**config.mk**
```make
export PLATFORM = sky130hd
export DESIGN_NAME = fetch_stage_flat
export DESIGN_NICKNAME = d
export VERILOG_FILES = /design/src/rtl/fetch_stage_if.sv /design/src/rtl/fetch_stage.sv /design/src/flat_wrapper.sv
export SDC_FILE = /design/constraint.sdc
export NUM_CORES = 1
export LEC_CHECK = 0
export CAP_MARGIN = 20
export CORE_MARGIN = 1.5
export CORE_UTILIZATION = 30
export CTS_CLUSTER_SIZE = 24
export DETAILED_ROUTE_END_ITERATION = 10
export PLACE_DENSITY = 0.62
export SYNTH_ARGS = -nofsm -noshare
export SYNTH_HDL_FRONTEND = slang
export SYNTH_SLANG_ARGS = --single-unit
```
**constraint.sdc**
```tcl
create_clock -name clk -period 2 [get_ports clk]
set_input_delay 0.3 -clock clk [delete_from_list [all_inputs] [get_ports clk]]
set_output_delay 0.3 -clock clk [all_outputs]
set_load 0.01 [all_outputs]
```
**src/rtl/fetch_stage_if.sv**
```systemverilog
// Handshake bundle between the fetch stage, its instruction memory and decode.
// The master modport is the fetch stage. The slave modport is the memory and decode side.
interface fetch_stage_if #(
  parameter int PC_W = 15
);
  logic            decode_stall;
  logic            interlock;
  logic            redirect_valid;
  logic [PC_W-1:0] redirect_pc;
  logic            imem_en;
  logic [PC_W-1:0] imem_addr;
  logic [63:0]     imem_rdata;
  logic [63:0]     inst;
  logic [PC_W-1:0] inst_pc;
  logic            inst_valid;

  modport master (
    input  decode_stall, interlock, redirect_valid, redirect_pc, imem_rdata,
    output imem_en, imem_addr, inst, inst_pc, inst_valid
  );

  modport slave (
    output decode_stall, interlock, redirect_valid, redirect_pc, imem_rdata,
    input  imem_en, imem_addr, inst, inst_pc, inst_valid
  );
endinterface

```
**src/rtl/fetch_stage.sv**
```systemverilog
// Instruction fetch stage. It owns the bundle PC and reads a 1-cycle-latency instruction memory.
// A 1-entry skid buffer holds a bundle while decode is held. Branch redirects flush wrong-path bundles.
module fetch_stage #(
  parameter int              PC_W       = 15,
  parameter logic [PC_W-1:0] RESET_PC   = {PC_W{1'b0}},
  parameter logic [63:0]     NOP_BUNDLE = {3'b111, 29'b0, 3'b111, 29'b0}
) (
  input  logic          clk,
  input  logic          rstn,
  fetch_stage_if.master bus
);

  logic            w_hold;
  logic            w_live_resp;
  logic [PC_W-1:0] r_pc;
  logic            r_resp_valid;
  logic [PC_W-1:0] r_resp_pc;
  logic            r_skid_valid;
  logic [63:0]     r_skid_data;
  logic [PC_W-1:0] r_skid_pc;

  assign w_hold      = bus.decode_stall | bus.interlock;
  // A redirect kills the response that arrives in the same cycle.
  assign w_live_resp = r_resp_valid & ~bus.redirect_valid;
  // Nothing is requested during a hold, so the single skid entry can never overflow.
  assign bus.imem_en   = rstn & ~w_hold;
  assign bus.imem_addr = bus.redirect_valid ? bus.redirect_pc : r_pc;

  // Output mux: redirect NOP, then the skid entry, then the live memory response.
  always_comb begin
    bus.inst       = NOP_BUNDLE;
    bus.inst_pc    = {PC_W{1'b0}};
    bus.inst_valid = 1'b0;
    if (bus.redirect_valid) begin
      bus.inst       = NOP_BUNDLE;
      bus.inst_pc    = {PC_W{1'b0}};
      bus.inst_valid = 1'b0;
    end else if (r_skid_valid) begin
      bus.inst       = r_skid_data;
      bus.inst_pc    = r_skid_pc;
      bus.inst_valid = 1'b1;
    end else if (w_live_resp) begin
      bus.inst       = bus.imem_rdata;
      bus.inst_pc    = r_resp_pc;
      bus.inst_valid = 1'b1;
    end else begin
      bus.inst       = NOP_BUNDLE;
      bus.inst_pc    = {PC_W{1'b0}};
      bus.inst_valid = 1'b0;
    end
  end

  // PC update. A redirect under hold parks the PC on the target so the target is fetched when hold drops.
  always_ff @(posedge clk or negedge rstn) begin
    if (!rstn) begin
      r_pc <= RESET_PC;
    end else if (bus.redirect_valid) begin
      r_pc <= w_hold ? bus.redirect_pc : bus.redirect_pc + {{(PC_W-1){1'b0}}, 1'b1};
    end else if (!w_hold) begin
      r_pc <= r_pc + {{(PC_W-1){1'b0}}, 1'b1};
    end else begin
      r_pc <= r_pc;
    end
  end

  // Track the single outstanding memory request.
  always_ff @(posedge clk or negedge rstn) begin
    if (!rstn) begin
      r_resp_valid <= 1'b0;
      r_resp_pc    <= {PC_W{1'b0}};
    end else begin
      r_resp_valid <= bus.imem_en;
      r_resp_pc    <= bus.imem_addr;
    end
  end

  // Skid buffer: capture on hold, drain or reload on release, drop on redirect.
  always_ff @(posedge clk or negedge rstn) begin
    if (!rstn) begin
      r_skid_valid <= 1'b0;
      r_skid_data  <= 64'd0;
      r_skid_pc    <= {PC_W{1'b0}};
    end else if (bus.redirect_valid) begin
      r_skid_valid <= 1'b0;
    end else if (w_hold) begin
      if (w_live_resp && !r_skid_valid) begin
        r_skid_valid <= 1'b1;
        r_skid_data  <= bus.imem_rdata;
        r_skid_pc    <= r_resp_pc;
      end else begin
        r_skid_valid <= r_skid_valid;
      end
    end else if (r_skid_valid) begin
      if (w_live_resp) begin
        r_skid_valid <= 1'b1;
        r_skid_data  <= bus.imem_rdata;
        r_skid_pc    <= r_resp_pc;
      end else begin
        r_skid_valid <= 1'b0;
      end
    end else begin
      r_skid_valid <= 1'b0;
    end
  end

endmodule

```
**src/flat_wrapper.sv**
```systemverilog
// flat-port wrapper written by rule: the top's interface ports become plain ports
module fetch_stage_flat 
#(
  parameter int              PC_W       = 15,
  parameter logic [PC_W-1:0] RESET_PC   = {PC_W{1'b0}},
  parameter logic [63:0]     NOP_BUNDLE = {3'b111, 29'b0, 3'b111, 29'b0}
)
  (clk, rstn, bus_decode_stall, bus_interlock, bus_redirect_valid, bus_redirect_pc, bus_imem_rdata, bus_imem_en, bus_imem_addr, bus_inst, bus_inst_pc, bus_inst_valid);
  fetch_stage_if #(.PC_W(PC_W)) bus_i ();
  input  logic clk;
  input  logic rstn;
  input wire logic [$bits(bus_i.decode_stall)-1:0] bus_decode_stall;
  input wire logic [$bits(bus_i.interlock)-1:0] bus_interlock;
  input wire logic [$bits(bus_i.redirect_valid)-1:0] bus_redirect_valid;
  input wire logic [$bits(bus_i.redirect_pc)-1:0] bus_redirect_pc;
  input wire logic [$bits(bus_i.imem_rdata)-1:0] bus_imem_rdata;
  output wire logic [$bits(bus_i.imem_en)-1:0] bus_imem_en;
  output wire logic [$bits(bus_i.imem_addr)-1:0] bus_imem_addr;
  output wire logic [$bits(bus_i.inst)-1:0] bus_inst;
  output wire logic [$bits(bus_i.inst_pc)-1:0] bus_inst_pc;
  output wire logic [$bits(bus_i.inst_valid)-1:0] bus_inst_valid;
  assign bus_i.decode_stall = bus_decode_stall;
  assign bus_i.interlock = bus_interlock;
  assign bus_i.redirect_valid = bus_redirect_valid;
  assign bus_i.redirect_pc = bus_redirect_pc;
  assign bus_i.imem_rdata = bus_imem_rdata;
  assign bus_imem_en = bus_i.imem_en;
  assign bus_imem_addr = bus_i.imem_addr;
  assign bus_inst = bus_i.inst;
  assign bus_inst_pc = bus_i.inst_pc;
  assign bus_inst_valid = bus_i.inst_valid;
  fetch_stage #(.PC_W(PC_W), .RESET_PC(RESET_PC), .NOP_BUNDLE(NOP_BUNDLE)) u_core (.clk(clk), .rstn(rstn), .bus(bus_i));
endmodule
```
# Word level (Yosys, flattened, before mapping)
# Index checks and enable logic that the tools add are counted.
# word_totals
wordCells	46
romBits	0
register_bits	111
out_inout_bits	96
mem_count	0
latch_bits	0
inputBits	84
ramBits	0
# op_classes
shift	0
n_addsub	2
multipliers	0
mux	25
n_bitwise	5
n_lt_le_gt_ge	0
eq_ne	3
div_mod_pow	0
n_reduce_logical	5
# ops
operator	count
two-way mux 64 bit	7
two-way mux 15 bit	11
adder 15 x 1 -> 15 bit (second input constant)	2
two-way mux 1 bit	7
inequality test 2 bit (second input constant)	2
AND reduction 4 bit	1
nonzero test 2 bit	2
inequality test 3 bit (second input constant)	1
AND 1 bit	2
NOT 1 bit	2
logical AND 1 bit	1
logical NOT 1 bit	1
bitwise OR 1 bit	1

# Depth between registers and ports, before layout
# depth
ltp_word	6
ltp_mapped	6

# Worst setup path after synthesis
# No wires, ideal clock.
# synth_path
kind	reg-to-output
from	reg u_core.r_skid_valid
to	out bus_inst[0]
n_path_buf	3
t_required_ns	1.700
slack_ns	0.395
arrival_ns	1.305
path_stages_with_launch	6
path_cell_list	dfrtp_1 buf_2 nor3b_1 clkbuf_1 buf_2 a22o_1
# synth_between
elab_chain_len	2
# synth_rtl
item	line_no	source
from (decl)	fetch_stage.sv:18	logic r_skid_valid;
from (signal assigned)	fetch_stage.sv:91	r_skid_valid <= r_skid_valid;
two-way mux 64 bit	fetch_stage.sv:38	end else if (r_skid_valid) begin
two-way mux 64 bit	fetch_stage.sv:34	if (bus.redirect_valid) begin
to (decl)	flat_wrapper.sv:19	output wire logic [$bits(bus_i.inst)-1:0] bus_inst;
# Every way passes these cells.

# Worst setup path in the final report
# layout_path
from	reg u_core.r_resp_valid
to	out bus_inst_pc[0]
# layout_between
elab_chain_len	4
# layout_rtl
item	line_no	source
from (decl)	fetch_stage.sv:16	logic r_resp_valid;
from (signal assigned)	fetch_stage.sv:72	r_resp_valid <= bus.imem_en;
AND 1 bit	fetch_stage.sv:24	assign w_live_resp = r_resp_valid & ~bus.redirect_valid;
two-way mux 15 bit	fetch_stage.sv:42	end else if (w_live_resp) begin
two-way mux 15 bit	fetch_stage.sv:38	
two-way mux 15 bit	fetch_stage.sv:34	
to (decl)	flat_wrapper.sv:20	output wire logic [$bits(bus_i.inst_pc)-1:0] bus_inst_pc;
# Every way passes these cells.

==> flow_summary.toml <==
[timing]
final-max-slew-violation-count = 0
slew_headroom_pct = 58.4
final_hold_violation_count = 0
min_period_ns = 2.07
fmaxAchievable_mhz = 484
clock-skew-final_ns = 0.00980
final.setup.tns_ns = -1.31
layout_worst_path_cycle_share_pct = 103
worst_slack_ns = -0.0651
grt_setup_unrepaired = "true"
worst_slew_pin_slew_ns = 0.624
report.final.setup_viol = 30

[setup_path]
cp_top_family = "buffers and inverters"
path_max_fanout = 5
worst_r2r_path_depth = 6
critical_path.reg2reg.endpoint = "u_core.r_skid_data[11]"
critPathArrivalTime_ns = 1.77
crit_top_cell = "sky130_fd_sc_hd__buf_6"
worst_path_max_delay_cell = "sky130_fd_sc_hd__dfrtp_1"
crit_path_end = "bus_inst_pc[0]"
critical_path.n_buffers_inverters = 5
endpoint_type_of_the_worst_setup_path = "output pin"
cp_num_cells = 7
required_ns = 1.70
worstReg2RegStart = "u_core.r_skid_valid"
setup.worst_path.start_class = "flop"
worstPathCellList = "nor3b_2 -> buf_6 -> buf_6 -> buf_12 -> clkbuf_16 -> a22o_1 -> buf_2"
worst_setup_slack_for_register_to_register_paths_ns = 0.26
critical_path_class = "reg -> out"
worst_path_largest_cell_delay_ns = 0.38
critPathLaunch = "u_core.r_resp_valid"

[detailed_routing]
route.vias.total = 4332
antenna_violating_nets_post_route = 0
drt-total-wl_microns = 15400
wl_per_cell_microns = 17.5
first_pass_iters = 4
drt_iter0_drc = 207
remaining_drc_errors = 0
viasPerCell = 4.91

[min_path]
timing.hold.worst.class = "in -> async"

[power_and_ir_drop]
power.density_mw_per_mm2 = 751
ir_drop_mv = 0.476
total_leakage_power_nw = 3.73

[yosys]
seq_area_frac_synth_pct = 49.1
post_synth.cell_area_avg_sq_um = 13.2
yosysWarningCount = 0
synth-edff-count = 0
synthesis.instances = 429
synth_async_sr_flop_share_pct = 100
postSynthNetCount = 515
synth_xor_area_share_pct = 4.16
ys.flop_type = "sky130_fd_sc_hd__dfrtp_1"
synth_top_family_by_area = "multiplexers"
synth_compound_area_share_pct = 12.9
synth.cell_area_sq_mm = 0.00565
multiplexer_area_fraction_after_synthesis_pct = 21.4
post_synth_num_cell_types = 42
synth_simple_gate_area_share_pct = 7.97
synth-seq-cells = 111
adder_cell_area_share_of_the_yosys_netlist_pct = 0.443

[cts]
cts_tree = "built"
htreeDepth = 3
ctsHoldBuffers = 0
clockBufferDepth = 2
clock_insertion_delay_worst_skew_ns = 0.34
root_buffer = "sky130_fd_sc_hd__clkbuf_16"
cts_inserted_buffers = 9
clock-sinks = 111
clkTransAtPathRegs_ns = 0.08

[placed_design]
detailedPlace.worstSlack_ns = -0.0925
post-place-cells = 852
port_buffers = 179
dp.final_hpwl_microns = 10500
placed_area_sq_mm = 0.00798
place.gp.congestion = 0.857

[finish]
final.fill_count = 1735
drive_gt1_share_pct = 40.7
areaGrowthSynthToFinish_pct = 45.2
post_layout_nonfiller_instances = 882
antennaDiodeCount = 0
finish.utilization_pct = 44.2
finish.net_count = 730
final_area_sq_mm = 0.00821

[floorplan]
die_width_microns = 140
initial_utilization_pct = 30.4
die_h_microns = 140
core_area_sq_mm = 0.0186
boundaryPins = 180
placement_rows = 50
floorplan.die_area_sq_mm = 0.0197

[flow_run]
cap_viol_max_count = 0

[outcome]
status = "complete, but fails checks"
failed_checks = "negative setup slack"

[global_routing]
grt_util_all_layers_pct = 15.6
grt-ovfl-total = 0
number_of_antenna_violations_at_the_first_check_in_global_routing = 0
first_global_vias = 4511
grt_first_pass_wirelength_microns = 24200
grt_start_max_net_pins = 112
[cells in the final DEF (no fill, tap or decap), types with 12 or more instances in the layout]
| master | n |
|---|---|
| sky130_fd_sc_hd__xor2_1 | 13 |
| sky130_fd_sc_hd__mux2_2 | 79 |
| sky130_fd_sc_hd__xnor2_1 | 12 |
| sky130_fd_sc_hd__buf_2 | 72 |
| sky130_fd_sc_hd__dfrtp_1 | 111 |
| sky130_fd_sc_hd__clkdlybuf4s50_1 | 93 |
| sky130_fd_sc_hd__clkbuf_16 | 12 |
| sky130_fd_sc_hd__buf_12 | 12 |
| sky130_fd_sc_hd__a22o_1 | 72 |
| sky130_fd_sc_hd__mux2_4 | 13 |
| sky130_fd_sc_hd__buf_4 | 36 |
[sequential cells by signal, summed over array words and instances, names as in the netlist]
signal	cells
u_core.r_pc	15
u_core.r_skid_data	64
u_core.r_resp_valid	1
u_core.r_resp_pc	15
u_core.r_skid_pc	15
u_core.r_skid_valid	1
[synth_stat cells (all sizes together), types with 2 or more instances]
master,count,share of area [%]
a21oi,2,0.18
a22o,72,11
and2,2,0.22
and3,3,0.33
and4,3,0.46
and4bb,2,0.44
buf,27,3.3
clkbuf,5,0.35
dfrtp,111,49
ha,2,0.44
inv,7,0.46
mux2,92,19
mux2i,10,1.8
nand2,9,0.60
nand3,7,0.93
nand4,12,1.4
nor2,7,0.60
nor2b,3,0.33
nor3,5,0.71
nor3b,3,0.40
nor4,3,0.97
o21ai,5,0.44
o22a,5,0.77
xnor2,13,2.1
xor2,13,2.0
[report_power, final]
part | internal, mW | total [mW] | switching, mW
registers | 2.75 | 3.03 | 0.284
clock network | 0.972 | 1.80 | 0.823
logic | 0.834 | 1.33 | 0.499
total | 4.55 | 6.16 | 1.61
[what timing repair did]
action / 4_1_cts / 5_1_grt
endpoints found under the hold margin: 0 / 0
pin swaps: 7 / 27
setup buffers: 7 / 2
cloned: 4 / 3
gates resized for setup: 320 / 18
setup endpoints to repair: 85 / 77
[kinds of logic after synthesis]
logic type | Yosys count
and+or+nand+nor | 62
xor gates and xnor gates | 26
AOI/OAI and AO/OA | 86
buffers and inverters | 39
DFF | 111
adders and majority gates | 2
muxes | 103
[final cells by class]
type | count | area, sq um | area share, %
Clock inverter | 6 | 67.6 | 0.823
Timing Repair Buffer | 236 | 2140 | 26.1
Inverter | 7 | 26.3 | 0.320
Sequential cell | 111 | 2780 | 33.8
Clock buffer | 9 | 225 | 2.74
Multi-Input combinational cell | 279 | 2680 | 32.6
Tap cell | 234 | 293 | 3.57
[layer usage]
metal	track usage [%]	wire [microns]	up-vias
met5	0	0	-
met4	4.21	139	0
met3	3.56	854	8
met2	25.7	7400	125
met1	20.7	7030	2159
li1	-	-	2040
[how the worst min path moves through the flow]
stage	endpoint	slack [ns]
final	u_core.r_skid_data[59]	0.03
after global routing	u_core.r_skid_data[59]	0.11
after CTS	u_core.r_skid_data[44]	0.09
after detailed placement	u_core.r_skid_data[46]	0.47
after global placement	u_core.r_skid_data[32]	0.46
after floorplan	u_core.r_pc[0]	0.004
[through the flow]
stage / power, mW / hold WS, ns
floorplan: 3.74 / 0.00441
global placement: 4.37 / 0.463
detailed placement: 4.43 / 0.467
CTS: 6.22 / 0.0852
global route: 6.51 / 0.106
finish: 6.16 / 0.0285
Power figures use the tool's default switching activity.
